File: src/rtl/poly5_arbiter.sv
// rtl/poly5_arbiter.sv - round-robin arbiter sharing one poly5 call/return interface
module poly5_arbiter #(
    parameter int NUM_REQ = 4,
    parameter int IDX_W   = 32,
    parameter int DATA_W  = 32,
    parameter int TIMEOUT = 1024,
    parameter int CNT_W   = 16
) (
    input  logic                     clock,
    input  logic                     reset,
    input  logic [NUM_REQ-1:0]       req_valid,
    output logic [NUM_REQ-1:0]       req_ready,
    input  logic [NUM_REQ*IDX_W-1:0] req_idx,
    output logic [NUM_REQ-1:0]       rsp_valid,
    input  logic [NUM_REQ-1:0]       rsp_ready,
    output logic [DATA_W-1:0]        rsp_data,
    output logic                     rsp_err,
    output logic                     pe_start,
    input  logic                     pe_busy,
    output logic [IDX_W-1:0]         pe_idx,
    input  logic                     pe_done,
    output logic                     pe_stall,
    input  logic [DATA_W-1:0]        pe_returndata,
    output logic                     stray_done
);
    localparam int GW = $clog2(NUM_REQ);
    localparam logic [CNT_W-1:0] WDOG_LAST = CNT_W'((TIMEOUT == 0) ? 0 : TIMEOUT - 1);
    localparam logic [GW-1:0]    LAST_INIT = GW'(NUM_REQ - 1);
    localparam bit               WDOG_EN   = (TIMEOUT != 0);

    typedef enum logic [1:0] {
        IDLE  = 2'd0,
        ISSUE = 2'd1,
        WAIT  = 2'd2,
        RESP  = 2'd3
    } state_t;

    state_t            state;
    state_t            state_nxt;
    logic [GW-1:0]     last_grant;
    logic [GW-1:0]     owner;
    logic [GW-1:0]     winner;
    logic [GW-1:0]     cand;
    logic              found;
    logic [IDX_W-1:0]  idx_q;
    logic [DATA_W-1:0] data_q;
    logic              err_q;
    logic [CNT_W-1:0]  wdog;
    logic              stray_q;
    logic              wdog_expired;
    logic              owner_ack;

    assign wdog_expired = WDOG_EN && (wdog == WDOG_LAST);
    assign owner_ack    = rsp_ready[owner];

    // Round-robin pick: first valid requester after last_grant, wrapping.
    always_comb begin
        found  = 1'b0;
        winner = '0;
        cand   = '0;
        for (int k = 1; k <= NUM_REQ; k++) begin
            cand = GW'((int'(last_grant) + k) % NUM_REQ);
            if (!found && req_valid[cand]) begin
                found  = 1'b1;
                winner = cand;
            end
        end
    end

    // State register.
    always_ff @(posedge clock) begin
        if (reset) begin
            state <= IDLE;
        end else begin
            state <= state_nxt;
        end
    end

    // Next-state and handshake outputs; everything forced low while in reset.
    always_comb begin
        state_nxt = state;
        req_ready = '0;
        rsp_valid = '0;
        pe_start  = 1'b0;
        case (state)
            IDLE: begin
                if (found) begin
                    req_ready[winner] = 1'b1;
                    state_nxt         = ISSUE;
                end
            end
            ISSUE: begin
                pe_start = 1'b1;
                if (!pe_busy) begin
                    state_nxt = WAIT;
                end
            end
            WAIT: begin
                if (pe_done || wdog_expired) begin
                    state_nxt = RESP;
                end
            end
            RESP: begin
                rsp_valid[owner] = 1'b1;
                if (owner_ack) begin
                    state_nxt = IDLE;
                end
            end
            default: state_nxt = IDLE;
        endcase
        if (reset) begin
            req_ready = '0;
            rsp_valid = '0;
            pe_start  = 1'b0;
        end
    end

    // Call bookkeeping: owner, argument, watchdog, captured result, stray flag.
    always_ff @(posedge clock) begin
        if (reset) begin
            last_grant <= LAST_INIT;
            owner      <= '0;
            idx_q      <= '0;
            data_q     <= '0;
            err_q      <= 1'b0;
            wdog       <= '0;
            stray_q    <= 1'b0;
        end else begin
            if (pe_done && (state != WAIT)) begin
                stray_q <= 1'b1;
            end
            case (state)
                IDLE: begin
                    if (found) begin
                        owner <= winner;
                        idx_q <= req_idx[int'(winner)*IDX_W +: IDX_W];
                    end
                end
                ISSUE: begin
                    if (!pe_busy) begin
                        wdog <= '0;
                    end
                end
                WAIT: begin
                    // A done arriving together with expiry still delivers the real result.
                    if (pe_done) begin
                        data_q <= pe_returndata;
                        err_q  <= 1'b0;
                    end else if (wdog_expired) begin
                        data_q <= '0;
                        err_q  <= 1'b1;
                    end else begin
                        wdog <= wdog + CNT_W'(1);
                    end
                end
                RESP: begin
                    if (owner_ack) begin
                        last_grant <= owner;
                    end
                end
                default: ;
            endcase
        end
    end

    assign rsp_data   = reset ? '0 : data_q;
    assign rsp_err    = reset ? 1'b0 : err_q;
    assign pe_idx     = reset ? '0 : idx_q;
    assign stray_done = reset ? 1'b0 : stray_q;
    assign pe_stall   = 1'b0;

endmodule

File: config.mk
export PLATFORM = sky130hd
export DESIGN_NAME = poly5_arbiter
export DESIGN_NICKNAME = d
export VERILOG_FILES = /design/src/rtl/poly5_arbiter.sv
export SDC_FILE = /design/constraint.sdc
export NUM_CORES = 1
export LEC_CHECK = 0
export CAP_MARGIN = 0
export CORE_UTILIZATION = 36
export CTS_CLUSTER_SIZE = 14
export DETAILED_ROUTE_END_ITERATION = 12
export GPL_TIMING_DRIVEN = 0
export PLACE_DENSITY = 0.78
export SYNTH_ARGS = -nofsm -noshare
export SYNTH_HDL_FRONTEND = slang
export SYNTH_SLANG_ARGS = --single-unit
File: constraint.sdc
create_clock -name clock -period 2 [get_ports clock]
set_input_delay 0.4 -clock clock [delete_from_list [all_inputs] [get_ports clock]]
set_output_delay 0.4 -clock clock [all_outputs]
set_load 0.01 [all_outputs]
==> impl_metrics.csv <==
group,metric,value,unit
synth,synth_top_area_share,37.93,%
routing,routed_wl,17660,um
grt,antenna_found_initial,0,
clock_tree,h-tree-depth,3,
clock_tree,cts.sinks,88,
final_layout,nNetsFinal,977,
setup_path,cp_slowest_cell,"dfxtp_2",
pwr,peakVddDrop,0.0005631,V
status,status,"finished with violations",
grt,grt.total_usage,23.19,%
status,violations,"setup timing",
flow_run,drv_cap,0,
clock_tree,cts_buffers,9,
grt,grt.overflow.total,0,
placed_design,portBuffers,245,
floorplan,io_pins,248,
timing,fin_ws,-287.5,ps
timing,setup_tns,-2612,ps
routing,wire_per_inst,18.10,um
synth,synth_top_area_cell,"dfxtp_1",
synth,syn-instance-count,513,
synth,synth.most_common_cell,"dfxtp_1",
final_layout,drive_gt1_share,18.41,%
final_layout,final_core_util,66.87,%
routing,first_iter_violations,301,
floorplan,die_w,115.6,um
setup_path,path_max_fanout,7,
worst_hold_path,min_to,"stray_q$_SDFFE_PP0P_",
synth,synth.area.top_cells,"dfxtp_1, mux2i_1, nor2b_1",
floorplan,dieArea,13360,um^2
floorplan,core-area,12620,um^2
routing,via_count,5107,
setup_path,rrSetupSlack,-150,ps
routing,drc,0,
grt,grt_pass1_vias,4858,
timing,hold_violations,0,
routing,detail-route-antenna-nets,0,
grt,grt_max_degree,14,
timing,finalSetupViolCount,33,
final_layout,syn2layout_area_growth,81.68,%
final_layout,nFillCells,975,
synth,ys_seq_area_share,37.93,%
routing,dr.pass1.iters,4,
routing,vias_per_cell,5.233,
timing,min_period_over_period,114.4,%
worst_hold_path,min-delay-start,"stray_q$_SDFFE_PP0P_",
final_layout,fin_area,8438,um^2
floorplan,rows,41,
placed_design,dpl.hpwl,12500,um
synth,async_reset_ff_share,0,%
timing,slew_viol_final,0,
synth,synth_area_per_cell,9.054,um^2
floorplan,die_h,115.6,um
setup_path,rr_startpoint,"last_grant[1]$_SDFFE_PP1P_",
setup_path,crit_path_end_kind,"primary output",
grt,grt_first_pass_wirelength,23930,um
worst_hold_path,hold_path_depth,2,
clock_tree,cts_tree,"done",
pwr,leakage,3.920,nW
timing,layout_min_cycle_time,2288,ps
pwr,p_per_area,798.8,nW/um^2
clock_tree,clkLatencyLatePin,340,ps
synth,syn_nets,691,
synth,synthTopCellsByCount,"dfxtp_1, nor2b_1, mux2i_1",
setup_path,critPathMaxStageDelay,320,ps
clock_tree,hold_buffers,0,
setup_path,critPathKind,"flip-flop to primary output",
setup_path,r2r_cells,11,
clock_tree,ctsLongestPathBuffers,2,
timing,hold_ws,473.4,ps
synth,ys_ff_latch,88,
setup_path,arrival,1890,ps
final_layout,antenna_cells,0,
placed_design,dp_cells,930,
timing,rsz0062_at_grt,"true",
synth,ys_warn_count,0,
setup_path,rr_endpoint,"idx_q[17]$_SDFFE_PP0P_",
setup_path,crit_path_start_kind,"flip-flop",
worst_hold_path,hp-class,"flip-flop to flip-flop",
clock_tree,cts-root-buf,"clkbuf_16",
final_layout,instances_no_fill,976,
synth,synth_edf_count,0,
placed_design,postPlaceCellArea,7335,um^2
floorplan,start_util,36.80,%
setup_path,critPathRequiredTime,1600,ps
placed_design,routabilityCongestion,0.8357,
synth,syn_area,4644,um^2
clock_tree,path_clk_slew,60,ps
timing,finClkSkew,6.283,ps
synth,ys.flop_type,"dfxtp_1",
setup_path,crit_chain,"buf_6, and3b_1, o32ai_2, buf_4, nand4_1, clkbuf_8, nor2_1, buf_2",
timing,fmax,437.2,MHz
synth,synthDistinctLibCells,52,
metal layers:
metal / track usage [%] / wire, um / share of wire [%] / up-vias
met3: 6.015 / 1347 / 7.6 / 35
met2: 42.51 / 9129 / 52 / 218
met1: 25.32 / 6684 / 38 / 2408
met4: 9.437 / 501 / 2.8 / 0
met5: 0 / 0 / 0 / -
li1: - / - / - / 2446
critical path, delay by kind of cell (launching register included):
kind / cells / cell delay (ps)
and+or+nand+nor: 3 / 360
DFF: 1 / 320
buffers and inverters: 4 / 610
AOI/OAI and AO/OA: 1 / 250
cells in the final DEF (no fill, tap or decap), types with 5 or more instances in the layout:
| cell | netlist | layout |
|---|---|---|
| a21oi_1 | 18 | 14 |
| a22o_1 | 32 | 32 |
| buf_12 | 0 | 5 |
| buf_4 | 11 | 29 |
| buf_6 | 0 | 7 |
| clkbuf_16 | 0 | 14 |
| clkbuf_2 | 0 | 8 |
| clkbuf_4 | 0 | 9 |
| clkbuf_8 | 0 | 5 |
| clkdlybuf4s50_1 | 0 | 189 |
| dfxtp_1 | 88 | 85 |
| dlygate4sd2_1 | 0 | 17 |
| dlymetal6s2s_1 | 0 | 29 |
| inv_1 | 12 | 8 |
| mux2i_1 | 66 | 56 |
| mux2i_2 | 0 | 7 |
| nand2_1 | 49 | 48 |
| nand3_1 | 11 | 11 |
| nor2_1 | 19 | 16 |
| nor2b_1 | 68 | 56 |
| nor2b_2 | 0 | 12 |
| o21ai_0 | 10 | 9 |
| o221ai_1 | 33 | 32 |
| or3_1 | 7 | 6 |
worst max path at each step:
stage / from / end / slack [ps] / depth (start not counted)
global placement: req_valid[3] / req_ready[1] / -1240 / 7
global route: last_grant[1]$_SDFFE_PP1P_ / req_ready[3] / -390 / 8
CTS: last_grant[1]$_SDFFE_PP1P_ / req_ready[3] / -380 / 9
detailed placement: req_valid[3] / req_ready[1] / -1260 / 7
finish: last_grant[1]$_SDFFE_PP1P_ / req_ready[0] / -290 / 8
floorplan: req_valid[3] / req_ready[2] / 0.4 / 7
final cells by class:
class	instances	area (um^2)	share of cell area, %
multi-input combinational	373	2912	34.50
timing repair buffer	277	2828	33.51
sequential	88	1768	20.95
buffer	38	366.6	4.345
clock buffer	13	260.3	3.084
tap	172	215.2	2.550
inverter	12	48.80	0.5783
clock inverter	3	40.04	0.4745
stage by stage:
stage,power [mW],setup WS (ps)
CTS,6.445,-377.5
finish,6.741,-287.5
detailed placement,4.589,-1263
global placement,4.522,-1241
floorplan,3.525,0.4213
global route,7.063,-390.3
cell families after synthesis:
family	synth area share [%]
compound gates	18.18
buf+inv	5.280
mux	14.71
xor+xnor	0.3772
other cells	0.08074
fa+ha+maj	1.616
simple gates	21.82
flops	37.93
report_power, final:
part / switching [mW] / total (mW) / internal [mW]
Sequential: 0.110 / 2.22 / 2.11
Clock: 0.676 / 1.71 / 1.03
Combinational: 1.31 / 2.81 / 1.50
Total: 2.10 / 6.74 / 4.64
registers in the layout (all words and copies together), names as in the netlist:
| signal | flops |
|---|---|
| data_q | 32 |
| idx_q | 32 |
| wdog | 16 |
| last_grant | 2 |
| owner | 2 |
| state | 2 |
| err_q | 1 |
| stray_q | 1 |
what timing repair did:
item                       CTS  global route
pin swaps                    9             6
setup endpoints to repair  152           121
gates cloned                 0             7
gates resized for setup    113           100
buffers inserted            14            12
Power figures use the tool's default switching activity.
